File: src/rtl/rgbled_pkg.sv
// Shared types and timing helpers for the WS281x chain controller.
package rgbled_pkg;

    typedef enum logic [2:0] {
        IDLE,
        FETCH,
        HIGH,
        LOW,
        LATCH
    } rgbled_state_e;

    localparam longint unsigned TBitNs   = 64'd1250;
    localparam longint unsigned T0HNs    = 64'd400;
    localparam longint unsigned T1HNs    = 64'd800;
    localparam longint unsigned TLatchNs = 64'd80000;

    // Round-to-nearest clock cycles for a duration in ns, never below 1.
    function automatic int unsigned ns_to_cycles(input longint unsigned clk_hz,
                                                 input longint unsigned ns);
        longint unsigned c;
        c = (clk_hz * ns + 64'd500_000_000) / 64'd1_000_000_000;
        return (c == 64'd0) ? 32'd1 : 32'(c);
    endfunction

endpackage

File: src/rtl/rgbled_chain_ctrl_bit_tx.sv
// Single WS281x bit waveform generator: HIGH for T0H/T1H, LOW for the rest of TBit.
module rgbled_bit_tx #(
    parameter int unsigned TBit = 31,
    parameter int unsigned T0H  = 10,
    parameter int unsigned T1H  = 20
) (
    input  logic clk_i,
    input  logic rst_ni,
    input  logic valid_i,
    input  logic bit_i,
    output logic dout_o,
    output logic high_end_o,
    output logic ready_o,
    output logic end_o
);
    localparam int unsigned CntW = $clog2(TBit + 1);

    logic [CntW-1:0] cnt_q;
    logic [CntW-1:0] th;
    logic            active_q;
    logic            bit_q;
    logic            dout_q;

    always_comb begin
        th = bit_q ? CntW'(T1H) : CntW'(T0H);
    end

    always_ff @(posedge clk_i) begin
        if (!rst_ni) begin
            active_q <= 1'b0;
            bit_q    <= 1'b0;
            dout_q   <= 1'b0;
            cnt_q    <= '0;
        end else if (valid_i) begin
            active_q <= 1'b1;
            bit_q    <= bit_i;
            dout_q   <= 1'b1;
            cnt_q    <= '0;
        end else if (active_q) begin
            if (cnt_q == CntW'(TBit - 1)) begin
                active_q <= 1'b0;
                dout_q   <= 1'b0;
            end else begin
                cnt_q  <= cnt_q + 1'b1;
                dout_q <= (cnt_q + 1'b1) < th;
            end
        end
    end

    // ready_o fires one cycle ahead of end_o so the caller can spend the last cycle fetching.
    assign dout_o     = dout_q;
    assign high_end_o = active_q && (cnt_q == th - 1'b1);
    assign ready_o    = active_q && (cnt_q == CntW'(TBit - 2));
    assign end_o      = active_q && (cnt_q == CntW'(TBit - 1));

endmodule

File: src/rtl/rgbled_chain_ctrl.sv
// WS281x chain controller: colour buffer, frame sequencer and latch gap.
// Optional per-channel dimming input (dim_i) when RGBLED_DIM_EN is defined.
module rgbled_chain_ctrl
    import rgbled_pkg::*;
#(
    parameter int unsigned  NumLeds    = 2,
    parameter int unsigned  SysClkFreq = 25_000_000,
    localparam int unsigned LedAddrW   = (NumLeds > 1) ? $clog2(NumLeds) : 1
) (
    input  logic                clk_i,
    input  logic                rst_ni,
    input  logic                wr_en_i,
    input  logic [LedAddrW-1:0] wr_addr_i,
    input  logic [23:0]         wr_data_i,
    input  logic                go_i,
`ifdef RGBLED_DIM_EN
    input  logic [2:0]          dim_i,
`endif
    output logic                busy_o,
    output logic                frame_done_o,
    output logic                ws281x_dout_o
);
    localparam int unsigned TBit   = ns_to_cycles(64'(SysClkFreq), TBitNs);
    localparam int unsigned T0H    = ns_to_cycles(64'(SysClkFreq), T0HNs);
    localparam int unsigned T1H    = ns_to_cycles(64'(SysClkFreq), T1HNs);
    localparam int unsigned TLatch = ns_to_cycles(64'(SysClkFreq), TLatchNs);
    localparam int unsigned LatchW = $clog2(TLatch + 1);
    localparam logic [LedAddrW-1:0] LastLed = LedAddrW'(NumLeds - 1);

    logic [23:0]         color_q [NumLeds];
    rgbled_state_e       state_q, state_d;
    logic [LedAddrW-1:0] led_idx_q, led_idx_d;
    logic [4:0]          bit_cnt_q, bit_cnt_d;
    logic [22:0]         shreg_q, shreg_d;
    logic [LatchW-1:0]   latch_cnt_q, latch_cnt_d;
    logic                pend_q, pend_d;
    logic                busy_q, busy_d;
    logic                done_q, done_d;
    logic [23:0]         fetch_rgb;
    logic [23:0]         fetch_grb;
    logic                tx_valid, tx_bit;
    logic                tx_high_end, tx_ready, tx_end;

    always_ff @(posedge clk_i) begin
        if (!rst_ni) begin
            for (int unsigned i = 0; i < NumLeds; i++) begin
                color_q[i] <= '0;
            end
        end else if (wr_en_i && (32'(wr_addr_i) < NumLeds)) begin
            color_q[wr_addr_i] <= wr_data_i;
        end
    end

    always_comb begin
        fetch_rgb = color_q[led_idx_q];
`ifdef RGBLED_DIM_EN
        fetch_grb = {fetch_rgb[15:8] >> dim_i, fetch_rgb[23:16] >> dim_i, fetch_rgb[7:0] >> dim_i};
`else
        fetch_grb = {fetch_rgb[15:8], fetch_rgb[23:16], fetch_rgb[7:0]};
`endif
    end

    always_comb begin
        state_d     = state_q;
        led_idx_d   = led_idx_q;
        bit_cnt_d   = bit_cnt_q;
        shreg_d     = shreg_q;
        latch_cnt_d = latch_cnt_q;
        pend_d      = pend_q;
        busy_d      = busy_q;
        done_d      = 1'b0;
        tx_valid    = 1'b0;
        tx_bit      = 1'b0;

        if (go_i && (state_q != IDLE)) begin
            pend_d = 1'b1;
        end

        unique case (state_q)
            IDLE: begin
                if (go_i) begin
                    state_d   = FETCH;
                    led_idx_d = '0;
                    busy_d    = 1'b1;
                end
            end
            FETCH: begin
                tx_valid  = 1'b1;
                tx_bit    = fetch_grb[23];
                shreg_d   = fetch_grb[22:0];
                bit_cnt_d = '0;
                state_d   = HIGH;
            end
            HIGH: begin
                if (tx_high_end) begin
                    state_d = LOW;
                end
            end
            LOW: begin
                // Last bit of an LED leaves LOW a cycle early so FETCH fills the period.
                if (bit_cnt_q == 5'd23) begin
                    if (tx_ready) begin
                        if (led_idx_q == LastLed) begin
                            state_d     = LATCH;
                            latch_cnt_d = '0;
                        end else begin
                            state_d   = FETCH;
                            led_idx_d = led_idx_q + 1'b1;
                        end
                    end
                end else if (tx_end) begin
                    tx_valid  = 1'b1;
                    tx_bit    = shreg_q[22];
                    shreg_d   = {shreg_q[21:0], 1'b0};
                    bit_cnt_d = bit_cnt_q + 1'b1;
                    state_d   = HIGH;
                end
            end
            LATCH: begin
                if (latch_cnt_q == LatchW'(TLatch)) begin
                    done_d = 1'b1;
                    if (pend_q || go_i) begin
                        state_d   = FETCH;
                        led_idx_d = '0;
                        pend_d    = 1'b0;
                    end else begin
                        state_d = IDLE;
                        busy_d  = 1'b0;
                    end
                end else begin
                    latch_cnt_d = latch_cnt_q + 1'b1;
                end
            end
            default: state_d = IDLE;
        endcase
    end

    always_ff @(posedge clk_i) begin
        if (!rst_ni) begin
            state_q     <= IDLE;
            led_idx_q   <= '0;
            bit_cnt_q   <= '0;
            shreg_q     <= '0;
            latch_cnt_q <= '0;
            pend_q      <= 1'b0;
            busy_q      <= 1'b0;
            done_q      <= 1'b0;
        end else begin
            state_q     <= state_d;
            led_idx_q   <= led_idx_d;
            bit_cnt_q   <= bit_cnt_d;
            shreg_q     <= shreg_d;
            latch_cnt_q <= latch_cnt_d;
            pend_q      <= pend_d;
            busy_q      <= busy_d;
            done_q      <= done_d;
        end
    end

    rgbled_bit_tx #(
        .TBit (TBit),
        .T0H  (T0H),
        .T1H  (T1H)
    ) u_bit_tx (
        .clk_i      (clk_i),
        .rst_ni     (rst_ni),
        .valid_i    (tx_valid),
        .bit_i      (tx_bit),
        .dout_o     (ws281x_dout_o),
        .high_end_o (tx_high_end),
        .ready_o    (tx_ready),
        .end_o      (tx_end)
    );

    assign busy_o       = busy_q;
    assign frame_done_o = done_q;

endmodule
File: config.mk
export PLATFORM = sky130hd
export DESIGN_NAME = rgbled_chain_ctrl
export DESIGN_NICKNAME = d
export VERILOG_FILES = /design/src/rtl/rgbled_pkg.sv /design/src/rtl/rgbled_chain_ctrl_bit_tx.sv /design/src/rtl/rgbled_chain_ctrl.sv
export SDC_FILE = /design/constraint.sdc
export NUM_CORES = 1
export LEC_CHECK = 0
export ABC_CLOCK_PERIOD_IN_PS = 4100
export CORE_MARGIN = 3
export CORE_UTILIZATION = 55
export CTS_CLUSTER_DIAMETER = 100
export DETAILED_ROUTE_END_ITERATION = 7
export HOLD_SLACK_MARGIN = 0.08
export PLACE_DENSITY = 0.75
export SETUP_SLACK_MARGIN = 0.2
export SLEW_MARGIN = 30
export SYNTH_ARGS = -nofsm -noshare
export SYNTH_HDL_FRONTEND = slang
export SYNTH_HIERARCHICAL = 1
export SYNTH_SLANG_ARGS = --single-unit
File: constraint.sdc
create_clock -name clk_i -period 4.1 [get_ports clk_i]
set_input_delay 0.82 -clock clk_i [delete_from_list [all_inputs] [get_ports clk_i]]
set_output_delay 0.82 -clock clk_i [all_outputs]
set_load 0.01 [all_outputs]
* Word-level counts from Yosys, hierarchy flattened
Memories as Yosys holds them, arrays and structs flattened. A register that Yosys moved wholly into a read port is not among the register bits.
Index checks and enable logic that the tools add are counted.
** Operators by class
- Reduce and logical (&&, ||, !) cells :: 21
- Equal/unequal tests :: 22
- Mux-type cells :: 58
- $add $sub $neg :: 5
- $lt $le $gt $ge :: 1
- Bitwise logic cells :: 2
** Operators with widths (count)
- $mux 23 :: 2
- $pmux 23 s2 :: 1
- $mux 11 :: 4
- $mux 1 :: 33
- $mux 24 :: 1
- $reduce_or 24->1 :: 1
- $ne 2x2->1 const B :: 11
- $pmux 11 s2 :: 1
- $mux 3 :: 7
- $eq 5x5->1 const B :: 3
- $mux 5 :: 3
- $pmux 3 s5 :: 1
- $add 11x1->11 const B :: 1
- $eq 11x11->1 const B :: 1
- $add 5x1->5 const B :: 2
- $pmux 5 s2 :: 1
- $reduce_and 5->1 :: 2
- $reduce_bool 2->1 :: 4
- $eq 3x2->1 const B :: 2
- $ne 3x3->1 const B :: 2
- $pmux 1 s2 :: 3
- $reduce_and 6->1 :: 1
- $reduce_bool 3->1 :: 2
- $eq 5x5->1 :: 1
- 14 further kinds :: 19
** Word-level totals
- Word-level logic and storage cells :: 122
- Memory bits (writable) :: 48
- Memories :: 1
- Bits of input ports :: 29
- Register bits :: 54
- Output and inout bits :: 3
** Memory list
- color_q :: words 2, bits a word 24, read ports 1, clocked after memory_dff 1, write ports 2, RTL line rgbled_chain_ctrl.sv:30 : logic [23:0] color_q [NumLeds];

* Longest topological paths before layout
- Depth after elaboration :: 7
- Gate-level depth with buffers :: 9

* Modules after synthesis
Netlist, hierarchy kept.
** By module, submodules not included
- rgbled_chain_ctrl :: area each 4418.0 µm², cells each 422, times used 1, sequential area each 2382.3 µm²
- rgbled_bit_tx :: area each 506.7 µm², cells each 55, times used 1, sequential area each 160.2 µm²

* Worst setup path after synthesis
No wires, ideal clock.
- Path kind :: input to register
- Start :: input rst_ni
- End :: memory color_q[0][0], enable pin
- Arrival :: 2606 ps
- Slack :: 1056 ps
- Cell stages on the path :: 2
- Path through :: nand2_1 -> o21ai_0
** RTL lines
- from (decl) :: RTL line rgbled_chain_ctrl.sv:11 : input logic rst_ni,
- to (decl) :: RTL line rgbled_chain_ctrl.sv:30

==> flow_summary.json <==
{
  "dp_slack_ps": 1180,
  "via_per_inst": 5.90,
  "htree_levels": 3,
  "final_cell_mix": "dfxtp_1 (55), and2_1 (53), edfxtp_1 (48)",
  "p_total_w": 0.00202,
  "clockBufferDepth": 2,
  "hold_viol_final": 0,
  "grt.total_usage_pct": 19.5,
  "gr-total-overflow": 0,
  "cts_tree": "yes",
  "swShare_pct": 27.0,
  "combPwrFrac_pct": 12.1,
  "layout.cells.most_common": "dfxtp_1",
  "crit_path_top_delay_cell": "clkinv_1",
  "drtIter0Drc": 236,
  "avgSynthCellArea_um2": 10.3,
  "setup_ws_ps": 1150,
  "place_hpwl_um": 6190,
  "syn_nets": 515,
  "multiInputGateArea_um2": 2200,
  "routabilityCongestion": 0.825,
  "grt_pass1_wl_um": 15900,
  "worstSetupStartpointType": "primary input",
  "grt_max_degree": 45,
  "post-route-min-period_ps": 2950,
  "critPathCaptureType": "flop",
  "maxCapViolations": 0,
  "crit_path_cell_trace": "clkdlybuf4s50_1 -> clkinv_1 -> or3_1 -> a31oi_1",
  "via_count": 3548,
  "clk_pin_slew_ps": 100,
  "num_rows": 33,
  "antenna_found_initial": 0,
  "critical_path_arrival_ps": 3240,
  "seqPwrFrac_pct": 58.7,
  "fin_skew_ps": 17.0,
  "routedWlPerCell_um": 15.6,
  "clkPwrFrac_pct": 29.1,
  "grt_pass1_vias": 3352,
  "die_area_um2": 10100,
  "hp-class": "flop to flop",
  "clock-sinks": 103,
  "cts_setup_buffers": 0,
  "fmax_mhz": 339,
  "ir_worst_vdd_mv": 0.240,
  "synth_edf_count": 48,
  "synth_top_cells_by_area": "edfxtp_1 (29%), dfxtp_1 (22%), and2_1 (6.7%), mux2i_1 (5.1%), o2111ai_1 (3.9%)",
  "cts_buffers": 9,
  "final_nets": 530,
  "synth_top_area_cell": "edfxtp_1",
  "yosysWarnings": 6,
  "outcome": "finished clean",
  "reg2reg_setup_slack_ps": 1330,
  "final_core_util_pct": 64.5,
  "remaining_drc_errors": 0,
  "critPathBufInv": 2,
  "drive_gt1_share_pct": 7.46,
  "intPower_w": 0.00148,
  "final-seq-area_um2": 2540,
  "synth_top_area_share_pct": 29.3,
  "crit_family": "buffers and inverters",
  "diodes": 0,
  "power.leakage_nw": 1.94,
  "io-pin-count": 32,
  "tightest_slew_ps": 893,
  "yosysUniqueCellTypes": 55,
  "route.antenna.remaining_nets": 0,
  "syn_area_um2": 4920,
  "root_buffer": "clkbuf_8",
  "ys_seq_area_share_pct": 51.6,
  "power.density_nw_per_um2": 371,
  "relSlewSlack_pct": 40.1,
  "critPathMaxFanout": 31,
  "fp.coreArea_um2": 8460,
  "rsz0062_at_grt": "no",
  "crit_required_ps": 4390,
  "fillers": 672,
  "start_util_pct": 58.2,
  "netSwitchingPower_w": 0.000546,
  "finalWirelength_um": 9370,
  "synthArstFlopShare_pct": 0,
  "drt_first_pass_iters": 5,
  "max_stage_delay_ps": 860,
  "period_share_pct": 71.9,
  "setup_viol": 0,
  "clk_latency_ps": 370,
  "ys_ff_latch": 103,
  "numPortBuffers": 31,
  "die_w_um": 101,
  "holdBufCountCts": 0,
  "die_h_um": 101,
  "syn_inst": 477,
  "ys.flop_type": "dfxtp_1",
  "crit_type": "primary input to flop",
  "ctsResizeCount": 0,
  "fin_tns_setup_ps": 0,
  "synthToLayoutAreaGrowth_pct": 10.9,
  "final_max_slew_viol_count": 0
}
==> cell usage after synthesis, types with 3 or more instances <==
cell,count
a31oi_1,7
and3_1,7
dfxtp_1,55
o2111ai_1,22
nand2_1,31
a211oi_1,3
xnor2_1,4
a21oi_1,30
nand2b_1,5
ha_1,9
and2_1,53
edfxtp_1,48
a211o_1,3
o21a_1,3
xor2_1,3
a311oi_1,5
nor2_1,20
inv_1,11
nand3_1,14
and4b_1,3
clkbuf_1,24
o31ai_1,3
mux2i_1,25
buf_2,8
nor3_1,7
o21ai_0,32
and3_2,3
nor2b_1,4
==> sequential cells by signal, summed over array words and instances, names as in the netlist, named ones only <==
| signal | flops |
|---|---|
| u_bit_tx/cnt_q | 5 |
| bit_cnt_q | 5 |
| u_bit_tx/bit_q | 1 |
| color_q | 48 |
| latch_cnt_q | 11 |
| u_bit_tx/active_q | 1 |
| led_idx_q | 1 |
| frame_done_o | 1 |
| u_bit_tx/dout_o | 1 |
| state_q | 3 |
| shreg_q | 23 |
| busy_o | 1 |
| pend_q | 1 |
==> worst min-delay path: cells and delay by family, from the launching register on <==
family / cells / cell delay, ps
DFF: 1 / 320
AOI/OAI and AO/OA: 2 / 120
==> per-stage QoR <==
stage,cell area (µm²),hold slack [ps],std cells
final,5460,485,601
after CTS,5450,485,601
after floorplan,4920,448,477
after detailed placement,5270,470,586
after global placement,5270,457,586
after global routing,5460,515,601
==> final cells by class <==
type | count | share of cell area (%)
Clock inverter | 6 | 0.962
Clock buffer | 9 | 2.27
Multi-Input combinational cell | 328 | 40.3
Tap cell | 105 | 2.41
Sequential cell | 103 | 46.6
Timing Repair Buffer | 39 | 6.78
Inverter | 11 | 0.756
==> final timing paths <==
kind | from | cells after the start | to
worst min register to register | shreg_q[16] | 2 | shreg_q[16]
worst max-delay path | rst_ni | 4 | state_q[1]
worst min-delay path | shreg_q[16] | 2 | shreg_q[16]
worst max register to register | u_bit_tx/cnt_q[0] | 8 | u_bit_tx/cnt_q[4]
==> power groups by stage <==
stage          registers, W  logic, W  clock network, W
6_report            0.00119  0.000246          0.000590
3_3_place_gp        0.00121  0.000238                 0
4_1_cts             0.00119  0.000245          0.000602
5_1_grt             0.00120  0.000277          0.000653
3_5_place_dp        0.00121  0.000244                 0
2_1_floorplan       0.00120  0.000176                 0
==> cells by family (layout without fill, tap and decap cells) <==
group / count (synthesis) / in the layout / share of synthesized area, %
adders and majority gates: 9 / 9 / 2.29
muxes: 25 / 25 / 5.08
xor gates and xnor gates: 7 / 7 / 1.24
and+or+nand+nor: 160 / 160 / 18.1
AOI/OAI and AO/OA: 127 / 127 / 17.6
buffers and inverters: 46 / 65 / 4.09
DFF: 103 / 103 / 51.6
==> routing by layer <==
| metal | GRT usage (%) | wire, µm |
|---|---|---|
| met4 | 5.60 | 74 |
| met2 | 30.6 | 4360 |
| met3 | 4.64 | 393 |
| met1 | 27.2 | 4540 |
| met5 | 0 | 0 |
Note: power is estimated with default switching activity, not from simulation.
